[src/rtl/core_pkg.sv]
// core_pkg: shared core types (pc_mux branch select, fetch FSM states, instruction size)
package core_pkg;
  typedef enum logic {NEXTPC = 1'b0, OFFSET = 1'b1} pc_mux;
  typedef enum logic [2:0] {IDLE, REQ, WAIT, EXEC, HALT} fetch_state_e;
  localparam logic [31:0] INSTR_BYTES = 32'd4;
endpackage

[src/rtl/instr_fetch.sv]
// instr_fetch: one-outstanding fetch FSM; mem req/addr/gnt/rvalid/rdata, pc/pc4/instr to decode, pc_mux/offset/retire in, fetch_error/retired_count out
module instr_fetch
  import core_pkg::*;
#(
  parameter logic [31:0] RESET_PC = 32'h0000_0000
) (
  input  logic        clk,
  input  logic        rst_n,
  output logic        instr_mem_req_op,
  output logic [31:0] instr_mem_addr_op,
  input  logic        instr_mem_gnt_ip,
  input  logic        instr_mem_rvalid_ip,
  input  logic [31:0] instr_mem_rdata_ip,
  output logic [31:0] pc_op,
  output logic [31:0] pc4_op,
  output logic [31:0] instr_data_op,
  output logic        instr_data_valid_op,
  input  pc_mux       pc_mux_ip,
  input  logic [31:0] pc_branch_offset_ip,
  input  logic        retire_ip,
  output logic        fetch_error_op,
  output logic [31:0] retired_count_op
);
  fetch_state_e state, state_d;
  logic [31:0] next_pc;
  logic retire, misaligned;
  assign pc4_op = pc_op + INSTR_BYTES;
  assign next_pc = pc_mux_ip == OFFSET ? pc_op + pc_branch_offset_ip : pc4_op;
  assign misaligned = |next_pc[1:0];
  assign retire = state == EXEC && retire_ip;
  assign instr_mem_req_op = state == REQ;
  assign instr_mem_addr_op = pc_op;
  assign instr_data_valid_op = state == EXEC;
  always_comb begin
    state_d = state;
    case (state)
      IDLE:    state_d = REQ;
      REQ:     state_d = instr_mem_gnt_ip ? WAIT : REQ;
      WAIT:    state_d = instr_mem_rvalid_ip ? EXEC : WAIT;
      EXEC:    state_d = retire_ip ? (misaligned ? HALT : REQ) : EXEC;
      default: state_d = state;
    endcase
  end
  always_ff @(posedge clk or negedge rst_n)
    if (!rst_n) begin
      state <= IDLE;
      pc_op <= RESET_PC;
      instr_data_op <= '0;
      fetch_error_op <= 1'b0;
      retired_count_op <= '0;
    end else begin
      state <= state_d;
      if (state == WAIT && instr_mem_rvalid_ip) instr_data_op <= instr_mem_rdata_ip;
      if (retire) begin
        retired_count_op <= retired_count_op + 32'd1;
        if (misaligned) fetch_error_op <= 1'b1;
        else pc_op <= next_pc;
      end
    end
endmodule

[config.mk]
export PLATFORM = sky130hd
export DESIGN_NAME = instr_fetch
export DESIGN_NICKNAME = d
export VERILOG_FILES = /design/src/rtl/core_pkg.sv /design/src/rtl/instr_fetch.sv
export SDC_FILE = /design/constraint.sdc
export NUM_CORES = 1
export LEC_CHECK = 0
export CAP_MARGIN = 20
export CORE_ASPECT_RATIO = 1.1
export CORE_MARGIN = 1.5
export CORE_UTILIZATION = 50
export DETAILED_ROUTE_END_ITERATION = 12
export PLACE_DENSITY = 0.83
export SLEW_MARGIN = 20
export SYNTH_ARGS = -nofsm -noshare
export SYNTH_HDL_FRONTEND = slang
export SYNTH_SLANG_ARGS = --single-unit
[constraint.sdc]
create_clock -name clk -period 4.2 [get_ports clk]
set_input_delay 0.84 -clock clk [delete_from_list [all_inputs] [get_ports clk]]
set_output_delay 0.84 -clock clk [all_outputs]
set_load 0.1 [all_outputs]
==> impl_metrics.json, run 1 <==
{
  "status": "finished clean",
  "wire_per_inst_um": 17.6,
  "critPathMaxStageDelay_ps": 610,
  "die_w_um": 116,
  "final.setup_skew_ps": 16.8,
  "power.leakage_nw": 4.47,
  "slew_viol_final": 0,
  "synth_area_um2": 7060,
  "path_buf_inv": 1,
  "io_pins": 233,
  "p_per_area_nw_per_um2": 202,
  "route.detailed.drc": 0,
  "fin_nets": 1066,
  "clk_path_buf_depth": 2,
  "layout_common_cells": "204 x clkdlybuf4s50_1, 100 x dfrtp_1, 70 x nand2_1",
  "first_global_vias": 6358,
  "place_area_um2": 9430,
  "r2r-start": "instr_mem_addr_op[0]",
  "post-route-util_pct": 70.4,
  "critPathTopFamily": "simple AND/OR/NAND/NOR gates",
  "drt.antenna.violating_nets": 0,
  "drt_iter0_markers": 449,
  "worstSetupPathType": "flip-flop to output port",
  "fillerInstances": 1106,
  "initial_core_util_pct": 51.2,
  "dr.pass1.iters": 5,
  "maxSlewHeadroom_pct": 30.8,
  "cts_tree": "done",
  "cts-root-buf": "clkbuf_16",
  "fmax_ghz": 0.269,
  "rsz0062_at_grt": "no",
  "critPathArrivalTime_ps": 2870,
  "p_comb_share_pct": 9.6,
  "fin_area_um2": 9710,
  "synth_area_leader_cell": "dfrtp_1",
  "hold_buffers": 0,
  "final_common_cell": "clkdlybuf4s50_1",
  "vias": 6554,
  "clk_latency_ps": 350,
  "min_path_type": "input pin to async pin",
  "cts.repair.resized": 0,
  "p_clk_share_pct": 41.3,
  "synthFlopType": "dfrtp_1",
  "p_seq_share_pct": 49.1,
  "cp-startpoint": "instr_mem_addr_op[15]",
  "worstSetupEndpointType": "output port",
  "io_buffers": 232,
  "synth_cells": 772,
  "antenna_found_initial": 0,
  "async_reset_ff_share_pct": 100,
  "cts_num_sinks": 100,
  "hold_viol_final": 0,
  "start_kind": "flip-flop",
  "synth_top_area_share_pct": 35.5,
  "ys_top_cells_by_area": "dfrtp_1 35%, ha_1 5.9%, mux2_2 5.6%, xnor2_1 5.3%, xor2_1 4.2%",
  "fin_crit_sh_pct": 88.4,
  "gr-usage-all-layers_pct": 27.4,
  "grt_pass1_wl_um": 31900,
  "synth.distinct_cells": 69,
  "peakVddDrop_uv": 251,
  "worst-slew-pin-transition_ps": 1030,
  "clk_pin_slew_ps": 80,
  "synth-edff-count": 0,
  "swShare_pct": 25.0,
  "period_minus_slack_ps": 3710,
  "yosysWarnings": 0,
  "place.gp.congestion": 0.978,
  "syn-num-nets": 876,
  "cp.required_ps": 3360,
  "fp-row-count": 45,
  "syn_to_final_growth_pct": 37.6,
  "drv_cap": 0,
  "die-area_um2": 14800,
  "die_h_um": 128,
  "overflow": 0,
  "intPower_mw": 1.47,
  "path_max_fanout": 10,
  "diodes": 0,
  "cts_setup_buffers": 0,
  "finalSetupViolations": 0,
  "core_area_um2": 13800,
  "avgSynthCellArea_um2": 9.14,
  "cts_made_buffers": 9,
  "path_cells": "nand2_1 -> or3_1 -> nor4_4 -> nand3_1 -> xnor2_2 -> buf_4",
  "ys_seq_area_share_pct": 35.5,
  "crit_slowest_cell": "dfrtp_1",
  "p_switching_mw": 0.489,
  "drt_wl_total_um": 20300,
  "layout-drive-gt1-share_pct": 14.1,
  "ctsHtreeMaxLevel": 3,
  "dp_hpwl_um": 15400,
  "via_per_inst": 5.68,
  "yosys_register_bits": 100,
  "grt_max_degree": 42
}
==> worst reg2reg max path, cell delays in order, from the launching register on <==
cell      delay, ps
dfrtp_1         480
ha_1            290
fa_1            430
a211oi_1        340
o21ai_1         200
nand3_1         190
a31oi_1         150
o21ai_0         250
mux2_2          370
a211oi_1        230
==> per-stage QoR <==
stage	TNS [ps]	power (mW)	worst slack (ps)	hold WS (ps)	instances
final	0	1.96	488	470	1154
after floorplan	-95.9	1.06	-43.0	478	772
after CTS	0	1.98	485	490	1154
after global routing	0	2.03	291	511	1154
after global placement	0	1.17	612	462	1139
after detailed placement	0	1.17	514	482	1139
==> registers in the layout, indices dropped and copies added, names as in the netlist <==
| signal | cells |
|---|---|
| instr_data_op | 32 |
| retired_count_op | 32 |
| state | 3 |
| instr_mem_addr_op | 32 |
| fetch_error_op | 1 |
==> power by group through the flow <==
stage	clock network, mW	logic [mW]	registers, mW
6_report	0.808	0.188	0.962
5_1_grt	0.866	0.206	0.962
4_1_cts	0.828	0.188	0.962
3_5_place_dp	0	0.187	0.981
3_3_place_gp	0	0.185	0.981
2_1_floorplan	0	0.0783	0.981
==> synthesized netlist by cell type, types with 4 or more instances <==
cell,count
a22oi_1,4
o211ai_1,5
buf_4,35
nand2_1,70
a21oi_1,49
a21o_1,23
xor2_1,34
nor3_1,15
ha_1,33
nand3_1,32
and2_1,9
inv_1,16
xnor2_1,43
nand4_1,12
o21a_1,7
or3_1,6
mux2i_1,11
and4_1,5
buf_2,9
clkbuf_1,18
o22ai_1,14
a211oi_1,4
nor2_1,49
o21ai_0,31
dfrtp_1,100
mux2_2,35
a31oi_1,15
and3_1,20
buf_1,4
==> routing by layer <==
| metal | wire, um | GRT usage (%) | up-vias |
|---|---|---|---|
| met2 | 10100 | 47.6 | 289 |
| met3 | 1640 | 5.22 | 36 |
| met1 | 8100 | 34.3 | 3102 |
| met4 | 478 | 8.32 | 0 |
| li1 | - | - | 3127 |
| met5 | 0 | 0 | - |
==> final cells by class <==
| class | instances | area, um2 | area share (%) |
|---|---|---|---|
| Multi-Input combinational cell | 588 | 4260 | 43.8 |
| Sequential cell | 100 | 2500 | 25.8 |
| Timing Repair Buffer | 246 | 2370 | 24.4 |
| Tap cell | 188 | 235 | 2.42 |
| Clock buffer | 9 | 225 | 2.32 |
| Inverter | 17 | 63.8 | 0.657 |
| Clock inverter | 6 | 57.6 | 0.593 |
==> cells by family (layout without fill, tap and decap cells) <==
family | Yosys count | after routing | synth area share, %
mux | 48 | 48 | 7.46
flops | 100 | 100 | 35.5
fa+ha+maj | 34 | 34 | 6.13
xor+xnor | 77 | 77 | 9.56
simple gates | 254 | 254 | 19.1
compound gates | 175 | 175 | 15.7
buf+inv | 84 | 278 | 6.59
==> path summary, 6_finish.rpt <==
check	end	slack [ps]	cells past startpoint
max	pc4_op[31]	490	6
min	instr_mem_addr_op[11]	470	1
max reg2reg	instr_mem_addr_op[20]	1180	9
min reg2reg	retired_count_op[31]	490	1
max in group asynchronous	retired_count_op[5]	2830	2
min in group clk	retired_count_op[31]	490	1
(Power assumes the default switching activity.)
==> run 2, diff against run 1 <==
--- a/config.mk
+++ b/config.mk
@@ -9,6 +9,7 @@
 export CORE_ASPECT_RATIO = 1.1
 export CORE_MARGIN = 1.5
 export CORE_UTILIZATION = 50
+export CTS_BUF_LIST = sky130_fd_sc_hd__clkbuf_4 sky130_fd_sc_hd__clkbuf_8
 export DETAILED_ROUTE_END_ITERATION = 12
 export PLACE_DENSITY = 0.83
 export SLEW_MARGIN = 20
==> run 2 against run 1 <==
Effect of this change: flip-flop and latch count unchanged; sequential power about the same; utilization down 0.73 points; die area unchanged; clock skew up 8.8 ps; first-iteration DRC count up 4.0%; via count unchanged; highest routed layer unchanged.
==> impl_metrics.json, run 2 (synthesis gave the netlist of run 1 again) <==
{
  "antenna_found_initial": 0,
  "gr-usage-all-layers_pct": 27.0,
  "grt_pass1_wl_um": 31500,
  "hold_viol_final": 0,
  "critPathMaxStageDelay_ps": 620,
  "die_w_um": 116,
  "initial_core_util_pct": 51.2,
  "final_common_cell": "clkdlybuf4s50_1",
  "whs_ps": 428,
  "p_per_area_nw_per_um2": 182,
  "maxSlewHeadroom_pct": 31.5,
  "status": "finished clean",
  "die-area_um2": 14800,
  "dr.pass1.iters": 5,
  "drt_iter0_markers": 467,
  "overflow": 0,
  "place.gp.congestion": 0.978,
  "worstSetupPathType": "flip-flop to output port",
  "route.detailed.drc": 0,
  "die_h_um": 128,
  "core_area_um2": 13800,
  "grt_max_degree": 42,
  "worst-slew-pin-transition_ps": 1020,
  "drv_cap": 0,
  "io_pins": 233,
  "cts_made_buffers": 9,
  "diodes": 0,
  "cp.required_ps": 3360,
  "syn_to_final_growth_pct": 36.2,
  "drt_wl_total_um": 20100,
  "wire_per_inst_um": 17.4,
  "cts_num_sinks": 100,
  "fin_nets": 1066,
  "rsz0062_at_grt": "no",
  "slew_viol_final": 0,
  "via_per_inst": 5.68,
  "dp_hpwl_um": 15400,
  "clk_pin_slew_ps": 120,
  "finalSetupTns_ps": 0,
  "cts_setup_buffers": 0,
  "worstSetupEndpointType": "output port",
  "cts-root-buf": "clkbuf_8",
  "clk_path_buf_depth": 2,
  "layout-drive-gt1-share_pct": 14.1,
  "fin_crit_sh_pct": 89.8,
  "peakVddDrop_uv": 112,
  "final.setup_skew_ps": 25.6,
  "io_buffers": 232,
  "drt.antenna.violating_nets": 0,
  "fp-row-count": 45,
  "clk_latency_ps": 390,
  "period_minus_slack_ps": 3770,
  "start_kind": "flip-flop",
  "fmax_ghz": 0.265,
  "layout_common_cells": "204 x clkdlybuf4s50_1, 100 x dfrtp_1, 70 x nand2_1",
  "path_max_fanout": 10,
  "cts.repair.resized": 0,
  "first_global_vias": 6309,
  "cts_tree": "done",
  "hold_buffers": 0,
  "critPathArrivalTime_ps": 2930,
  "vias": 6554,
  "power.leakage_nw": 4.43,
  "path_cells": "nand2_1 -> or3_1 -> nor4_4 -> nand3_1 -> xnor2_2 -> buf_4",
  "crit_slowest_cell": "dfrtp_1",
  "ctsHtreeMaxLevel": 3,
  "finalSetupViolations": 0,
  "min_path_type": "input pin to async pin"
}
[run 2: report_power, final]
part	switching, mW	total, mW	leakage, nW	internal [mW]
registers	0.0000000000608	0.962	1.37	0.962
logic	0.0933	0.187	2.96	0.0941
clock network	0.372	0.599	0.0937	0.226
[run 2: final timing paths]
kind | start | to | slack [ps] | depth (start not counted)
worst max-delay path | instr_mem_addr_op[15] | pc4_op[31] | 430 | 6
worst min-delay path | rst_n | instr_mem_addr_op[11] | 430 | 1
worst max register to register | instr_mem_addr_op[0] | instr_mem_addr_op[20] | 1180 | 9
worst min register to register | retired_count_op[31] | retired_count_op[31] | 490 | 1
max in group asynchronous | rst_n | retired_count_op[1] | 2860 | 2
min in group clk | retired_count_op[31] | retired_count_op[31] | 490 | 1
[run 2: critical path: cells and delay by family (launching register included)]
kind / cells / cell delay, ps
buffers and inverters: 1 / 310
flip-flops: 1 / 620
XOR/XNOR: 1 / 180
AND/OR/NAND/NOR: 4 / 1450
[run 2: area by class of cell]
cell class | count | area, um2
fillers | 1119 | 4180
flip-flops and latches | 100 | 2500
clock inverters | 6 | 57.6
inverters | 17 | 63.8
repair buffers | 246 | 2370
clock buffers | 9 | 124
multi-input cells | 588 | 4260
well taps | 188 | 235
[run 2: metal layers]
metal / track usage, % / vias to the layer above / wire length, um
li1: - / 3129 / -
met1: 34.0 / 3108 / 8110
met3: 4.60 / 38 / 1550
met5: 0 / - / 0
met2: 46.3 / 279 / 9900
met4: 9.97 / 0 / 504
[run 2: metrics by stage]
step	cell area [um2]	setup WS (ps)	instances	util, %	total power, mW
floorplan	7210	-43.0	772	-	1.06
global placement	9430	612	1139	68.4	1.17
detailed placement	9430	514	1139	68.4	1.17
CTS	9610	432	1154	69.7	1.76
global route	9610	256	1154	69.7	1.82
finish	9610	427	1154	69.7	1.75
==> run 3, diff against run 2 <==
--- a/config.mk
+++ b/config.mk
@@ -5,7 +5,8 @@
 export SDC_FILE = /design/constraint.sdc
 export NUM_CORES = 1
 export LEC_CHECK = 0
-export CAP_MARGIN = 20
+export ABC_CLOCK_PERIOD_IN_PS = 4200
+export CAP_MARGIN = 25
 export CORE_ASPECT_RATIO = 1.1
 export CORE_MARGIN = 1.5
 export CORE_UTILIZATION = 50
==> results of run 3 <==
Same layout as run 2: the final DEF is identical, and so are final timing and power.
